==> src/rtl/uart_tx.sv <==
// UART transmitter: 4-deep byte FIFO feeding an 8N1 / 8P1 serialiser with cts_n gating.
// tx, busy and tx_irq are registered; handshake-to-start-bit latency is 2 cycles.

module uart_tx_fifo #(
  parameter int W     = 8,
  parameter int DEPTH = 4
) (
  input  logic         clk,
  input  logic         rst,
  input  logic         wr_en,
  input  logic [W-1:0] wr_data,
  input  logic         rd_en,
  output logic [W-1:0] rd_data,
  output logic         full,
  output logic         empty
);
  localparam int AW = $clog2(DEPTH);
  localparam logic [AW:0] PTR_ONE = (AW+1)'(1);

  logic [W-1:0] mem [DEPTH];
  logic [AW:0]  wptr;
  logic [AW:0]  rptr;

  // Extra MSB on each pointer separates full from empty when the low bits match.
  assign empty   = (wptr == rptr);
  assign full    = (wptr[AW] != rptr[AW]) && (wptr[AW-1:0] == rptr[AW-1:0]);
  assign rd_data = mem[rptr[AW-1:0]];

  always_ff @(posedge clk) begin
    if (rst) begin
      wptr <= '0;
      rptr <= '0;
    end else begin
      if (wr_en && !full)
        wptr <= wptr + PTR_ONE;
      if (rd_en && !empty)
        rptr <= rptr + PTR_ONE;
    end
  end

  always_ff @(posedge clk) begin
    if (wr_en && !full)
      mem[wptr[AW-1:0]] <= wr_data;
  end
endmodule

module uart_tx #(
  parameter int DIV   = 16,
  parameter int DEPTH = 4
) (
  input  logic       clk,
  input  logic       rst,
  input  logic [7:0] in_data,
  input  logic       in_valid,
  output logic       in_ready,
  input  logic       parity_en,
  input  logic       parity_odd,
  input  logic       cts_n,
  output logic       tx,
  output logic       busy,
  output logic       tx_irq
);
  localparam int CW = $clog2(DIV);
  localparam logic [CW-1:0] CNT_LAST = CW'(DIV - 1);
  localparam logic [CW-1:0] CNT_ONE  = CW'(1);

  localparam logic [2:0] S_IDLE   = 3'd0;
  localparam logic [2:0] S_START  = 3'd1;
  localparam logic [2:0] S_DATA   = 3'd2;
  localparam logic [2:0] S_PARITY = 3'd3;
  localparam logic [2:0] S_STOP   = 3'd4;

  logic [2:0]    state;
  logic [CW-1:0] cnt;
  logic [2:0]    bitcnt;
  logic [7:0]    shreg;
  logic          par_en_q;
  logic          par_bit;

  logic          fifo_full;
  logic          fifo_empty;
  logic [7:0]    fifo_dout;
  logic          last;
  logic          start_frame;
  logic          tx_next;

  uart_tx_fifo #(.W(8), .DEPTH(DEPTH)) u_fifo (
    .clk     (clk),
    .rst     (rst),
    .wr_en   (in_valid),
    .wr_data (in_data),
    .rd_en   (start_frame),
    .rd_data (fifo_dout),
    .full    (fifo_full),
    .empty   (fifo_empty)
  );

  assign in_ready = !fifo_full;

  always_comb begin
    last        = (cnt == CNT_LAST);
    // cts_n and the parity config only matter at the frame boundary.
    start_frame = !fifo_empty && !cts_n &&
                  ((state == S_IDLE) || ((state == S_STOP) && last));
    tx_next     = 1'b1;
    case (state)
      S_START:  tx_next = 1'b0;
      S_DATA:   tx_next = shreg[0];
      S_PARITY: tx_next = par_bit;
      default:  tx_next = 1'b1;
    endcase
  end

  always_ff @(posedge clk) begin
    if (rst) begin
      state    <= S_IDLE;
      cnt      <= '0;
      bitcnt   <= '0;
      shreg    <= '0;
      par_en_q <= 1'b0;
      par_bit  <= 1'b0;
      tx       <= 1'b1;
      busy     <= 1'b0;
      tx_irq   <= 1'b0;
    end else begin
      tx     <= tx_next;
      busy   <= (state != S_IDLE);
      tx_irq <= (state == S_STOP) && last;

      if (state != S_IDLE)
        cnt <= last ? '0 : cnt + CNT_ONE;

      if (start_frame) begin
        state    <= S_START;
        shreg    <= fifo_dout;
        par_en_q <= parity_en;
        par_bit  <= (^fifo_dout) ^ parity_odd;
        cnt      <= '0;
        bitcnt   <= '0;
      end else if (last) begin
        case (state)
          S_START: state <= S_DATA;
          S_DATA: begin
            shreg  <= {1'b0, shreg[7:1]};
            bitcnt <= bitcnt + 3'd1;
            if (bitcnt == 3'd7)
              state <= par_en_q ? S_PARITY : S_STOP;
          end
          S_PARITY: state <= S_STOP;
          default:  state <= S_IDLE;
        endcase
      end
    end
  end
endmodule

==> config.mk <==
export PLATFORM = sky130hd
export DESIGN_NAME = uart_tx
export DESIGN_NICKNAME = d
export VERILOG_FILES = /design/src/rtl/uart_tx.sv
export SDC_FILE = /design/constraint.sdc
export NUM_CORES = 1
export LEC_CHECK = 0
export BUFFER_PORTS_ARGS = -buffer_cell sky130_fd_sc_hd__buf_2
export CELL_PAD_IN_SITES_DETAIL_PLACEMENT = 1
export CELL_PAD_IN_SITES_GLOBAL_PLACEMENT = 1
export CORE_MARGIN = 2
export CORE_UTILIZATION = 48
export DETAILED_ROUTE_END_ITERATION = 10
export HOLD_SLACK_MARGIN = 0.06
export PLACE_DENSITY_LB_ADDON = 0.1
export SYNTH_ARGS = -nofsm -noshare
export SYNTH_HDL_FRONTEND = slang
export SYNTH_SLANG_ARGS = --single-unit
==> constraint.sdc <==
create_clock -name clk -period 2.5 [get_ports clk]
set_clock_uncertainty 0.1 [all_clocks]
set_input_delay 0.5 -clock clk [delete_from_list [all_inputs] [get_ports clk]]
set_output_delay 0.5 -clock clk [all_outputs]
set_load 0.005 [all_outputs]
* After elaboration in Yosys (flattened, before gate mapping)
Memory sizes are Yosys's and may differ from the RTL's. A register that Yosys moved wholly into a read port is not among the register bits. Cells that the tools add are included.
Word-level totals: bits in registers 29, input port bits 14, output and inout port bits 4, memory bits (writable) 32, memories 1, word-level logic and storage cells 63
Operators by class: reduce and logical (&&, ||, !) cells 20, eq/ne operators 11, muxes and demuxes 14, add/sub/neg operators 4, bitwise logic cells 1
Memory list:
- u_fifo.mem | depth 4, bits a word 8, read ports 1, clocked after memory_dff 1, write ports 1, RTL line 20 | logic [W-1:0] mem [DEPTH];
Operators by type and width (number):
- $mux 8 | 3
- $add 3x1->3 const B | 3
- $pmux 3 s3 | 1
- $reduce_and 2->1 | 4
- $reduce_xor 8->1 | 1
- $eq 3x2->1 const B | 2
- $eq 3x3->1 const B | 2
- $logic_and 1x1->1 | 6
- $mux 3 | 2
- $add 4x1->4 const B | 1
- $eq 4x4->1 const B | 1
- $mux 1 | 4
- $mux 2 | 2
- $mux 4 | 1
- $reduce_bool 2->1 | 2
- $eq 3x1->1 const B | 1
- $eq 3x3->1 | 1
- $logic_not 1->1 | 3
- $logic_not 3->1 | 1
- $ne 3x2->1 const B | 1
- $pmux 1 s3 | 1
- $reduce_bool 3->1 | 1
- $eq 2x2->1 | 1
- $ne 2x2->1 const B | 1
- 4 further kinds | 4

* Logic depth before layout (Yosys ltp)
Gate-level depths: netlist (run 1).
word-level depth 7, mapped depth 7, mapped depth without buffers 7

* Hierarchy
A second synthesis (run 1) with hierarchy kept.
Second synthesis, totals: cells, all modules 243, area, all modules 2829.0 um^2
By module, submodules not included:
- uart_tx_fifo | cells each 110, area each 1731.7 um^2, instances 1, sequential area each 1121.1 um^2
- uart_tx | cells each 133, area each 1097.3 um^2, instances 1, sequential area each 460.4 um^2

* Least setup slack after synthesis (run 1)
No wires, ideal clock.
path kind reg-to-reg, start reg (tool-made name), end reg par_bit, path slack 0.331 ns, setup time 0.079 ns, cell stages (with the launch flop) 7, data arrival time 1.990 ns, buffers on the path 1, cells stage by stage dfxtp_1 -> buf_6 -> mux4_2 -> xor2_1 -> xnor3_1 -> or4b_1 -> o211ai_1
RTL lines:
- to (signal assigned) | RTL line 137 | par_bit <= (^fifo_dout) ^ parity_odd;
- to (decl) | RTL line 78 | logic par_bit;

==> metrics.md, run 1 <==
| Metric | Value |
|---|---|
| TritonCTS buffer count | 9 |
| IO Pins | 18 |
| FF-to-FF End | par_bit$_SDFFE_PP0N_ |
| Non-Filler Instances | around 300 |
| DRT antenna net count | 0 |
| Hold worst-path end | u_fifo.mem[1][0]$_DFFE_PP_ |
| CP Capture Type | flop |
| Worst Path Buf+Inv | 0 |
| Crit share post-route | 92.3% |
| Placed wire-length estimate | 3.75 mm |
| TNS Setup | 0 ns |
| Unrepaired setup endpoints after global routing | false |
| Total track usage | 18.9% |
| Residual DRC | 0 |
| Final setup margin | 0.192 ns |
| Max Cap Violations | 0 |
| Grt total ovfl | 0 |
| Routed WL per cell | 16.7 um |
| Initial antenna violation count | 0 |
| Root Buffer Master | clkbuf_8 |
| Peak supply drop | 0.403 mV |
| Max-slew headroom | between 50% and 60% |
| P_int | 1.73 mW |
| CTS tree | yes |
| Top fanout value on the critical path | 7 |
| Die X | 78.0 um |
| Synthesized flop and latch total | 63 |
| Crit-path max cell delay | 0.55 ns |
| Gate Count Post-Synth | around 210 |
| Routed vias/inst | 5.47 |
| ANT cells | 0 |
| Worst Hold Class | input pin to flop |
| DRT Wirelength | 5.12 mm |
| Post-Synth Simple-Gate Area | 12.3% |
| Row Count | 26 |
| Number of global-route vias before repair | 1792 |
| Main combinational cell family by area after synthesis | simple AND/OR/NAND/NOR gates |
| Run status | complete, no violations |
| R2R Setup Slk | between 0.15 and 0.2 ns |
| Pre-CTS WS | 0.0538 ns |
| CP Class | flop to flop |
| Arrival time worst endpoint | roughly 2.5 ns |
| Layout cell share with drive strength beyond 1 | 16.5% |
| Reg clk slew, reported paths | about 0.070 ns |
| Synthesized net count | 233 |
| Clock power frac | 30.9% |
| Via count | ~1700 |
| Largest net degree at the start of global routing | 25 |
| Avg Cell Area, Syn | 12.5 um^2 |
| Crit path launch type | flop |
| Starting Density | 50.5% |
| Multiplexer area fraction after synthesis | 7.71% |
| Count of cell types in the netlist | 30 |
| Area grow syn2layout | 12.3% |
| Dpl cells | 291 |
| First DRT Iteration DRCs | 84 |
| Post-CTS setup buffer count | 0 |
| Final min period | 2.31 ns |
| Nets@finish | 254 |
| Chip height | 78.0 um |
| Register area share after synthesis | 60.2% |
| First-pass GRT wire length | 8.73 mm |
| Synthesized-area fraction occupied by adder cells | about 3.8% |
| Worst-Margin Slew | 0.640 ns |
| Post-CTS Hold Fix Bufs | 0 |
| Die area | 6080 um^2 |
| Final Max Tran Viols | 0 |
| XOR/XNOR share of the synthesized area | 5.85% |
| Reg power frac | 51.7% |
| Hold Path Stages | 1 |
| GPL Wtd Cong | 0.777 |
| Pwr Density | 812 nW/um^2 |
| Crit-path cells | mux4_2, xor2_1, xnor3_1, or4b_1, o211ai_1 |
| Hold Vio Cnt, Final | 0 |
| Worst Path Required | 2.67 ns |
| Clk_lat worst skew | 0.34 ns |
| PortBufs | 17 |
| Finish-stage setup viols | 0 |
| Post-route cell area | 2950 um^2 |
| Mapped Area | 2630 um^2 |
| Sw Share | about 28% |
| Fmax | 433 MHz |
| Core Area | 5200 um^2 |
| Hold_sp | in_data[0] |
| H-Tree Depth | 3 |
| Initial DRT Pass Iterations | 4 |
| Cell family with most CP delay | XOR/XNOR gates |
| Clk sinks | 63 |
| Sw power | 670 uW |
| Yosys Warn Count | 0 |
| R2R depth | 5 |
| Area after DPL | 2790 um^2 |
| Synth Area in Compound Gates | approximately 7.7% |
| Bufs on Longest Clock Path | 2 |
| Pleak | 1.04 nW |
| CP max-delay cell | mux4_2 |
| Logic pwr share | 17.4% |
## per-layer routing
layer	wire, um	GRT usage (%)	vias up
met2	2550	31.6	26
met1	2310	23.5	833
met3	151	3.95	10
met5	0	0	-
li1	-	-	809
met4	111	8.95	0
## worst max-delay path by stage
stage                     depth (start not counted)  slack (ns)  from                    to
final                                             5        0.19  flop  par_bit$_SDFFE_PP0N_
after CTS                                         5        0.04  flop  par_bit$_SDFFE_PP0N_
after detailed placement                          5        0.05  flop  par_bit$_SDFFE_PP0N_
after floorplan                                   6        0.33  flop  par_bit$_SDFFE_PP0N_
after global routing                              5         0.1  flop  par_bit$_SDFFE_PP0N_
after global placement                            5        0.15  flop  par_bit$_SDFFE_PP0N_
## stage by stage
step / power [mW] / hold slack, ns / utilization [%]
after floorplan: 1.57 / 0.340 / -
after global placement: 1.65 / 0.347 / 53.5
after detailed placement: 1.68 / 0.367 / 53.5
after CTS: 2.41 / 0.269 / 56.7
after global routing: 2.51 / 0.283 / 56.7
final: 2.40 / 0.275 / 56.7
## synth_stat cells, drive strengths merged
cell / instances / share of area (%)
nor2: 16 / 2.3
xnor2: 10 / 3.3
or4b: 1 / 0.38
nand3b: 2 / 0.57
a32oi: 2 / 0.67
clkbuf: 11 / 1.6
buf: 1 / 0.43
o211ai: 1 / 0.29
inv: 3 / 0.43
or3: 5 / 1.2
nor2b: 1 / 0.24
and2: 5 / 1.2
a2bb2oi: 1 / 0.33
xnor3: 1 / 0.86
dfxtp: 31 / 24
ha: 8 / 3.8
a31oi: 1 / 0.24
a22oi: 7 / 2.0
xor2: 5 / 1.7
nor3: 3 / 0.57
nor4: 1 / 0.24
edfxtp: 32 / 37
mux4: 8 / 7.7
o21ai: 2 / 0.38
a21oi: 20 / 3.8
nor3b: 1 / 0.29
nand3: 11 / 2.1
nand2: 18 / 2.6
nand2b: 3 / 0.71
## cell usage in the layout, fill, tap and decap left out, types with 5 or more instances in the layout
cell type   n
nand3_1    11
clkbuf_8    9
mux4_1      6
buf_2      17
nor2_1     16
xor2_1      5
xnor2_1    10
a21oi_1    20
ha_1        8
dfxtp_1    30
edfxtp_1   32
nand2_1    18
buf_4       5
and2_1      5
or3_1       5
a22oi_1     7
## cell type report
class	instances	area, um^2
fill	549	2250
sequential	63	1580
multi-input combinational	133	983
clock buffer	9	124
timing repair buffer	22	123
tap	70	87.6
clock inverter	7	40.0
inverter	3	11.3
## power groups by stage
stage | Combinational, mW | Clock [mW] | Sequential [mW]
after CTS | 0.422 | 0.753 | 1.24
after global routing | 0.467 | 0.791 | 1.25
after detailed placement | 0.421 | 0 | 1.26
after global placement | 0.393 | 0 | 1.26
after floorplan | 0.350 | 0 | 1.22
final | 0.417 | 0.740 | 1.24
## registers in the layout, summed over array words and instances, names as in the netlist, named ones only
| register | cells |
|---|---|
| u_fifo.mem | 32 |
| shreg | 8 |
| cnt | 4 |
| bitcnt | 3 |
| state | 3 |
| u_fifo.rptr | 3 |
| u_fifo.wptr | 3 |
| busy | 1 |
| par_bit | 1 |
| par_en_q | 1 |
| tx | 1 |
| tx_irq | 1 |
## kinds of logic after synthesis
kind of cell	after synthesis
AO/OA/AOI/OAI	34
XOR/XNOR	16
adder cells (fa/ha/maj)	8
buffers and inverters	15
flip-flops	63
multiplexers	8
AND/OR/NAND/NOR	67
## what timing repair did
action,CTS,global route
setup endpoints to repair,0,1
resized for setup,0,1
hold endpoints to repair,0,0
(Power assumes the default switching activity.)
==> run 2: changes to the inputs <==
--- a/config.mk
+++ b/config.mk
@@ -8,7 +8,6 @@
 export BUFFER_PORTS_ARGS = -buffer_cell sky130_fd_sc_hd__buf_2
 export CELL_PAD_IN_SITES_DETAIL_PLACEMENT = 1
 export CELL_PAD_IN_SITES_GLOBAL_PLACEMENT = 1
-export CORE_MARGIN = 2
 export CORE_UTILIZATION = 48
 export DETAILED_ROUTE_END_ITERATION = 10
 export HOLD_SLACK_MARGIN = 0.06
==> metrics.md, run 2 (synthesized netlist as in run 1, its figures left out) <==
| Metric | Value |
|---|---|
| Run status | complete, no violations |
| CP Capture Type | flop |
| DRT Wirelength | 5.08 mm (-0.96%) |
| Die area | 5780 um^2 (-5.1%) |
| Bufs on Longest Clock Path | 2 (unchanged) |
| Final Max Tran Viols | 0 (unchanged) |
| GPL Wtd Cong | 0.773 (-0.53%) |
| Routed WL per cell | 16.5 um (-0.96%) |
| Arrival time worst endpoint | 2.46 ns (about the same) |
| Initial antenna violation count | 0 (unchanged) |
| Finish-stage setup viols | 0 (unchanged) |
| Footprint of the multi-input gates | 983 um^2 (unchanged) |
| Nets@finish | 254 (unchanged) |
| Core Area | 5200 um^2 (unchanged) |
| Final core utilization | 57.5% (+0.82 points) |
| CP Class | flop to flop |
| Worst Path Required | 2.64 ns (-0.03 ns) |
| Root Buffer Master | clkbuf_8 |
| Non-Filler Instances | 307 (unchanged) |
| Crit-path cells | mux4_1, xnor2_1, xnor3_1, or4b_1, o211ai_1 |
| Reg power frac | 48.3% (-3.4 points) |
| Die X | 76.0 um (-2.6%) |
| H-Tree Depth | 3 (unchanged) |
| R2R Setup Slk | 0.18 ns (about the same) |
| Total track usage | 20.0% (+1.1 points) |
| Starting Density | 50.5% (unchanged) |
| Reg clk slew, reported paths | 0.07 ns (about the same) |
| Most common cell after layout, fill and taps aside | edfxtp_1 |
| Crit share post-route | 92.8% (+0.46 points) |
| Fill cells | 534 (-2.7%) |
| Chip height | 76.0 um (-2.6%) |
| ANT cells | 0 (unchanged) |
| Clock power frac | 35.6% (+4.7 points) |
| Tot Pwr | 2.57 mW (+7.3%) |
| PortBufs | 17 (unchanged) |
| Post-CTS setup buffer count | 0 (unchanged) |
| PostCTS Resize Cnt | 0 (unchanged) |
| WHS | 0.286 ns (+0.0110 ns) |
| Pwr Density | 859 nW/um^2 (+5.7%) |
| Via count | 1713 (+2.1%) |
| Row Count | 26 (unchanged) |
| Clk_lat worst skew | 0.32 ns (-0.02 ns) |
| Area grow syn2layout | 13.9% |
| Largest net degree at the start of global routing | 25 (unchanged) |
| Top fanout value on the critical path | 7 (unchanged) |
| CP max-delay cell | mux4_1 |
| Placed wire-length estimate | 3.60 mm (-3.9%) |
| TNS Setup | 0 ns (unchanged) |
| First DRT Iteration DRCs | 86 (+2.4%) |
| Residual DRC | 0 (unchanged) |
| Routed vias/inst | 5.58 (+2.1%) |
| Crit path launch type | flop |
| Sw Share | 24.7% (-3.2 points) |
| Post-CTS Hold Fix Bufs | 0 (unchanged) |
| Hold Vio Cnt, Final | 0 (unchanged) |
| Logic pwr share | 16.1% (-1.3 points) |
| CTS tree | yes |
| Final min period | 2.32 ns (+0.0114 ns) |
| R2R depth | 5 (unchanged) |
| First-pass GRT wire length | 8.69 mm (-0.47%) |
| Crit-path max cell delay | 0.63 ns (+0.08 ns) |
| Grt total ovfl | 0 (unchanged) |
| FF-to-FF End | par_bit$_SDFFE_PP0N_ |
| Clk sinks | 63 (unchanged) |
| Layout cell share with drive strength beyond 1 | 16.5% (unchanged) |
| Number of global-route vias before repair | 1765 (-1.5%) |
| TritonCTS buffer count | 9 (unchanged) |
| Pleak | 1.08 nW (+3.0%) |
| Max Cap Violations | 0 (unchanged) |
| Worst-Margin Slew | 0.625 ns (-0.0148 ns) |
| Peak supply drop | 0.525 mV (+30%) |
| Dpl cells | 291 (unchanged) |
| Sequential standard cell area | 1580 um^2 (unchanged) |
| P_int | 1.94 mW (+12%) |
| Initial DRT Pass Iterations | 4 (unchanged) |
| Fmax | 431 MHz (-0.49%) |
| Max-slew headroom | 58.1% (+0.99 points) |
| IO Pins | 18 (unchanged) |
| Most frequent cells in the layout | 32 x edfxtp_1, 30 x dfxtp_1, 20 x a21oi_1 |
| Sw power | 635 uW (-5.2%) |
| DRT antenna net count | 0 (unchanged) |
| Max reg flops | 32 (unchanged) |
| Worst Hold Class | input pin to flop |
| Unrepaired setup endpoints after global routing | false |
| Crit path to | par_bit$_SDFFE_PP0N_ |
run 2: cell count changes in the layout (fill, tap and decap cells not counted):
| cell | delta |
|---|---|
| clkinv_1 | -2 |
| clkinvlp_4 | -3 |
| clkinv_2 | +1 |
| bufinv_16 | +2 |
| clkbuf_1 | +2 |
run 2: stage by stage:
stage | setup WS (ns) | area [um^2]
global route | 0.0792 | 2990
global placement | 0.156 | 2790
floorplan | 0.331 | 2630
CTS | 0.0634 | 2990
detailed placement | 0.0730 | 2790
finish | 0.181 | 2990
run 2: worst min path at each step:
stage / start / slack (ns) / end / cells past startpoint
floorplan: bitcnt[1]$_SDFFE_PP0P_ / 0.34 / bitcnt[1]$_SDFFE_PP0P_ / 2
global placement: bitcnt[2]$_SDFFE_PP0P_ / 0.35 / bitcnt[2]$_SDFFE_PP0P_ / 2
detailed placement: bitcnt[1]$_SDFFE_PP0P_ / 0.36 / bitcnt[1]$_SDFFE_PP0P_ / 2
CTS: in_data[4] / 0.26 / u_fifo.mem[0][4]$_DFFE_PP_ / 1
global route: in_data[4] / 0.27 / u_fifo.mem[0][4]$_DFFE_PP_ / 1
finish: in_data[4] / 0.29 / u_fifo.mem[2][4]$_DFFE_PP_ / 1
run 2: power by group through the flow:
stage / registers [mW] / logic (mW) / clock network, mW
finish: 1.24 / 0.415 / 0.915
global route: 1.25 / 0.455 / 0.997
CTS: 1.24 / 0.417 / 0.944
detailed placement: 1.26 / 0.415 / 0
global placement: 1.26 / 0.391 / 0
floorplan: 1.22 / 0.350 / 0
run 2: layout make-up:
cell class	count	share of cell area, %
inverter	3	0.376
clock inverter	5	2.51
clock buffer	11	4.39
timing repair buffer	22	4.10
tap	70	2.93
sequential	63	52.9
multi-input combinational	133	32.8
run 2: metal layers:
metal  wire length (um)  GRT usage [%]  part of all wire, %  vias up
met5                  0              0                    0        -
met4                 36           6.92                 0.71        0
met3                108           6.35                  2.1        4
met2               2670           33.5                   53       21
met1               2270           24.5                   45      877
li1                   -              -                    -      811
run 2: worst max-delay path: cells and delay by family (launching register included):
| kind | cells | cell delay (ns) |
|---|---|---|
| mux | 1 | 0.63 |
| xor+xnor | 2 | 0.52 |
| simple gates | 1 | 0.45 |
| flops | 1 | 0.43 |
| compound gates | 1 | 0.11 |
==> run 3: changes to the inputs <==
--- a/config.mk
+++ b/config.mk
@@ -5,10 +5,11 @@
 export SDC_FILE = /design/constraint.sdc
 export NUM_CORES = 1
 export LEC_CHECK = 0
+export ABC_AREA = 1
 export BUFFER_PORTS_ARGS = -buffer_cell sky130_fd_sc_hd__buf_2
 export CELL_PAD_IN_SITES_DETAIL_PLACEMENT = 1
 export CELL_PAD_IN_SITES_GLOBAL_PLACEMENT = 1
-export CORE_UTILIZATION = 48
+export CORE_UTILIZATION = 45
 export DETAILED_ROUTE_END_ITERATION = 10
 export HOLD_SLACK_MARGIN = 0.06
 export PLACE_DENSITY_LB_ADDON = 0.1
==> metrics.md, run 3 <==
| Metric | Value |
|---|---|
| R2R depth | 15 (+10) |
| DRT Wirelength | 6.78 mm (+34%) |
| Register area share after synthesis | 54.2% (-6.0 points) |
| CTS tree | yes |
| Initial DRT Pass Iterations | 4 (unchanged) |
| Pleak | 1.45 nW (+35%) |
| CP Class | flop to flop |
| Total track usage | 23.0% (+3.0 points) |
| Multiplexer area fraction after synthesis | 0% (-7.7 points) |
| Root Buffer Master | clkbuf_8 |
| ANT cells | 0 (unchanged) |
| Clk sinks | 63 (unchanged) |
| Sw Share | 31.0% (+6.4 points) |
| Hold_sp | in_data[0] |
| FF-to-FF End | par_bit$_SDFFE_PP0N_ |
| Area grow syn2layout | 12.8% |
| Synthesized net count | 365 (+57%) |
| Synthesized-area fraction occupied by adder cells | 3.43% (-0.38 points) |
| Dominant cells by area after synthesis | edfxtp_1 33%, dfxtp_1 21%, nand2_1 17% |
| Chip height | 82.5 um (+8.6%) |
| Sw power | 793 uW (+25%) |
| Reg clk slew, reported paths | 0.08 ns (about the same) |
| Nets@finish | 393 (+55%) |
| Met3 routed wirelength | 186 um (+72%) |
| Crit-path cells | inv_8, nand2_1, nand2_1, nand2_1, nand2_1, nand2_1, nand2_2, inv_2, nand2_1, nand2_1, nand2_1, nand3_1, nand3_1, nand2_1, inv_1 |
| Finish-stage setup viols | 0 (unchanged) |
| Highest Signal Layer | met4 |
| Crit-path max cell delay | 0.70 ns (+0.07 ns) |
| Number of global-route vias before repair | 2379 (+35%) |
| Gate Count Post-Synth | 343 (+63%) |
| Met2 Wirelength | 3.11 mm (+17%) |
| Post-Synth Simple-Gate Area | 27.0% (+15 points) |
| Starting Density | 47.9% (-2.6 points) |
| Count of cell types in the netlist | 31 (+3.3%) |
| Fill cells | 767 (+44%) |
| H-Tree Depth | 3 (unchanged) |
| Die area | 6810 um^2 (+18%) |
| Largest net degree at the start of global routing | 19 (-24%) |
| Arrival time worst endpoint | 2.21 ns (-0.25 ns) |
| Top fanout value on the critical path | 18 (+11) |
| Layout cell share with drive strength beyond 1 | 15.7% (-0.76 points) |
| Final core utilization | 54.0% (-3.5 points) |
| Most frequent cells in the layout | 133 x nand2_1, 32 x edfxtp_1, 31 x dfxtp_1 |
| Core Area | 6100 um^2 (+17%) |
| Mapped Area | 2920 um^2 (+11%) |
| Async set or reset register ratio after synthesis | 0% (unchanged) |
| Worst Path Required | 2.65 ns (about the same) |
| Fmax | 485 MHz (+12%) |
| Residual DRC | 0 (unchanged) |
| Final min period | 2.06 ns (-0.256 ns) |
| Max Cap Violations | 0 (unchanged) |
| Synth top cells by count | 133 x nand2_1, 32 x edfxtp_1, 31 x dfxtp_1 |
| P_int | 1.76 mW (-9.1%) |
| Clock power frac | 36.3% (+0.7 points) |
| Most numerous cell on the critical path | nand2_1 |
| Crit path launch type | flop |
| Max-slew headroom | 60.8% (+2.7 points) |
| Most numerous cell in the Yosys netlist | nand2_1 |
| Initial antenna violation count | 0 (unchanged) |
| Logic pwr share | 17.1% (+1.0 points) |
| Via count | 2319 (+35%) |
| Synth Area in Compound Gates | 7.29% (-0.42 points) |
| PostCTS Resize Cnt | 0 (unchanged) |
| Routed vias/inst | 5.14 (-7.8%) |
| Die X | 82.5 um (+8.6%) |
| Grt total ovfl | 0 (unchanged) |
| Pre-CTS WS | 0.421 ns (+0.348 ns) |
| R2R Setup Slk | 0.44 ns (+0.26 ns) |
| Post-synth top area cell | edfxtp_1 |
| Avg Cell Area, Syn | 8.51 um^2 (-32%) |
| CP max-delay cell | dfxtp_1 |
| Hold Vio Cnt, Final | 0 (unchanged) |
| Unrepaired setup endpoints after global routing | false |
| Final Max Tran Viols | 0 (unchanged) |
| Top_reg_cell synth | edfxtp_1 |
| Number of synthesized flops with an enable pin | 32 (unchanged) |
| Most common cell after layout, fill and taps aside | nand2_1 |
| Placed wire-length estimate | 5.01 mm (+39%) |
| GPL Wtd Cong | 0.771 (-0.28%) |
| Yosys top cell area share | 32.9% (-3.6 points) |
| Crit share post-route | 82.5% (-10 points) |
| CP Capture Type | flop |
| Clk_lat worst skew | 0.35 ns (+0.03 ns) |
| First-pass GRT wire length | 11.2 mm (+29%) |
| Reg power frac | 46.7% (-1.6 points) |
| XOR/XNOR share of the synthesized area | 0.901% (-5.0 points) |
| Peak supply drop | 0.422 mV (-20%) |
| Main combinational cell family by area after synthesis | simple AND/OR/NAND/NOR gates |
| Worst Hold Class | input pin to flop |
| Yosys Warn Count | 0 (unchanged) |
| Max reg flops | 32 (unchanged) |
| Post-Route M1 WL | 3.37 mm (+49%) |
| TNS Setup | 0 ns (unchanged) |
| TritonCTS buffer count | 9 (unchanged) |
| IO Pins | 18 (unchanged) |
| Final setup margin | 0.437 ns (+0.256 ns) |
| Post-CTS Hold Fix Bufs | 0 (unchanged) |
| Run status | complete, no violations |
| Worst-Margin Slew | 0.587 ns (-0.0386 ns) |
| Hold Path Stages | 1 (unchanged) |
| Routed WL per cell | 15.0 um (-9.0%) |
| DRT antenna net count | 0 (unchanged) |
| Row Count | 28 (+7.7%) |
| Hold worst-path end | u_fifo.mem[3][0]$_DFFE_PP_ |
| Pwr Density | 776 nW/um^2 (-9.7%) |
| First DRT Iteration DRCs | 66 (-23%) |
| Post-CTS setup buffer count | 0 (unchanged) |
| PortBufs | 17 (unchanged) |
| Bufs on Longest Clock Path | 2 (unchanged) |
| Synthesized flop and latch total | 63 (unchanged) |
## run 3: cell types whose count changed after synthesis, moves of 5 or more
| cell | previous run | this run |
|---|---|---|
| nand3_1 | 11 | 25 |
| a22oi_1 | 7 | 0 |
| nand2_1 | 18 | 133 |
| clkbuf_1 | 11 | 1 |
| and2_1 | 5 | 0 |
| mux4_1 | 6 | 0 |
| or3_1 | 5 | 0 |
| nand2_2 | 0 | 11 |
| inv_1 | 3 | 28 |
| a31oi_1 | 1 | 6 |
| xnor2_1 | 10 | 2 |
## run 3: power groups by stage
stage	clock (mW)	sequential, mW	combinational [mW]
after CTS	0.945	1.19	0.443
after global routing	0.990	1.20	0.505
after detailed placement	0	1.22	0.441
final	0.926	1.19	0.436
after floorplan	0	1.20	0.345
after global placement	0	1.21	0.419
## run 3: kinds of logic after synthesis
logic type / count (synthesis)
flops: 63
compound gates: 38
buf+inv: 42
fa+ha+maj: 8
xor+xnor: 3
simple gates: 189
## run 3: area by class of cell
class,count,area (um^2),area share [%]
flip-flops and latches,63,1580,48.1
multi-input cells,238,1130,34.3
repair buffers,26,153,4.64
inverters,33,131,3.99
clock buffers,9,124,3.76
well taps,75,93.8,2.85
clock inverters,7,80.1,2.43
## run 3: worst max-delay path, delay by kind of cell, from the launching register on
kind / cells / cell delay, ns
flip-flops: 1 / 0.70
buffers and inverters: 3 / 0.22
AND/OR/NAND/NOR: 12 / 0.92
## run 3: per-layer routing
layer / vias up / global-route usage (%)
met5: - / 0
met4: 0 / 9.14
met3: 11 / 6.04
met2: 32 / 36.9
met1: 1102 / 29.4
li1: 1174 / -
## run 3: through the flow
step	area (um^2)	instances	hold WS (ns)	total power [mW]
floorplan	2920	343	0.332	1.54
global placement	3090	435	0.353	1.63
detailed placement	3090	435	0.365	1.66
CTS	3290	451	0.245	2.58
global route	3290	451	0.252	2.69
finish	3290	451	0.257	2.55
## run 3: worst max-delay path by stage
stage / startpoint / to / slack (ns) / depth (start not counted)
final: flop / par_bit$_SDFFE_PP0N_ / 0.44 / 15
after global routing: flop / par_bit$_SDFFE_PP0N_ / 0.20 / 15
after CTS: flop / par_bit$_SDFFE_PP0N_ / 0.38 / 15
after detailed placement: flop / par_bit$_SDFFE_PP0N_ / 0.42 / 14
after global placement: flop / par_bit$_SDFFE_PP0N_ / 0.54 / 14
after floorplan: u_fifo.wptr[0]$_SDFFE_PP0P_ / u_fifo.mem[3][0]$_DFFE_PP_ / 0.80 / 6
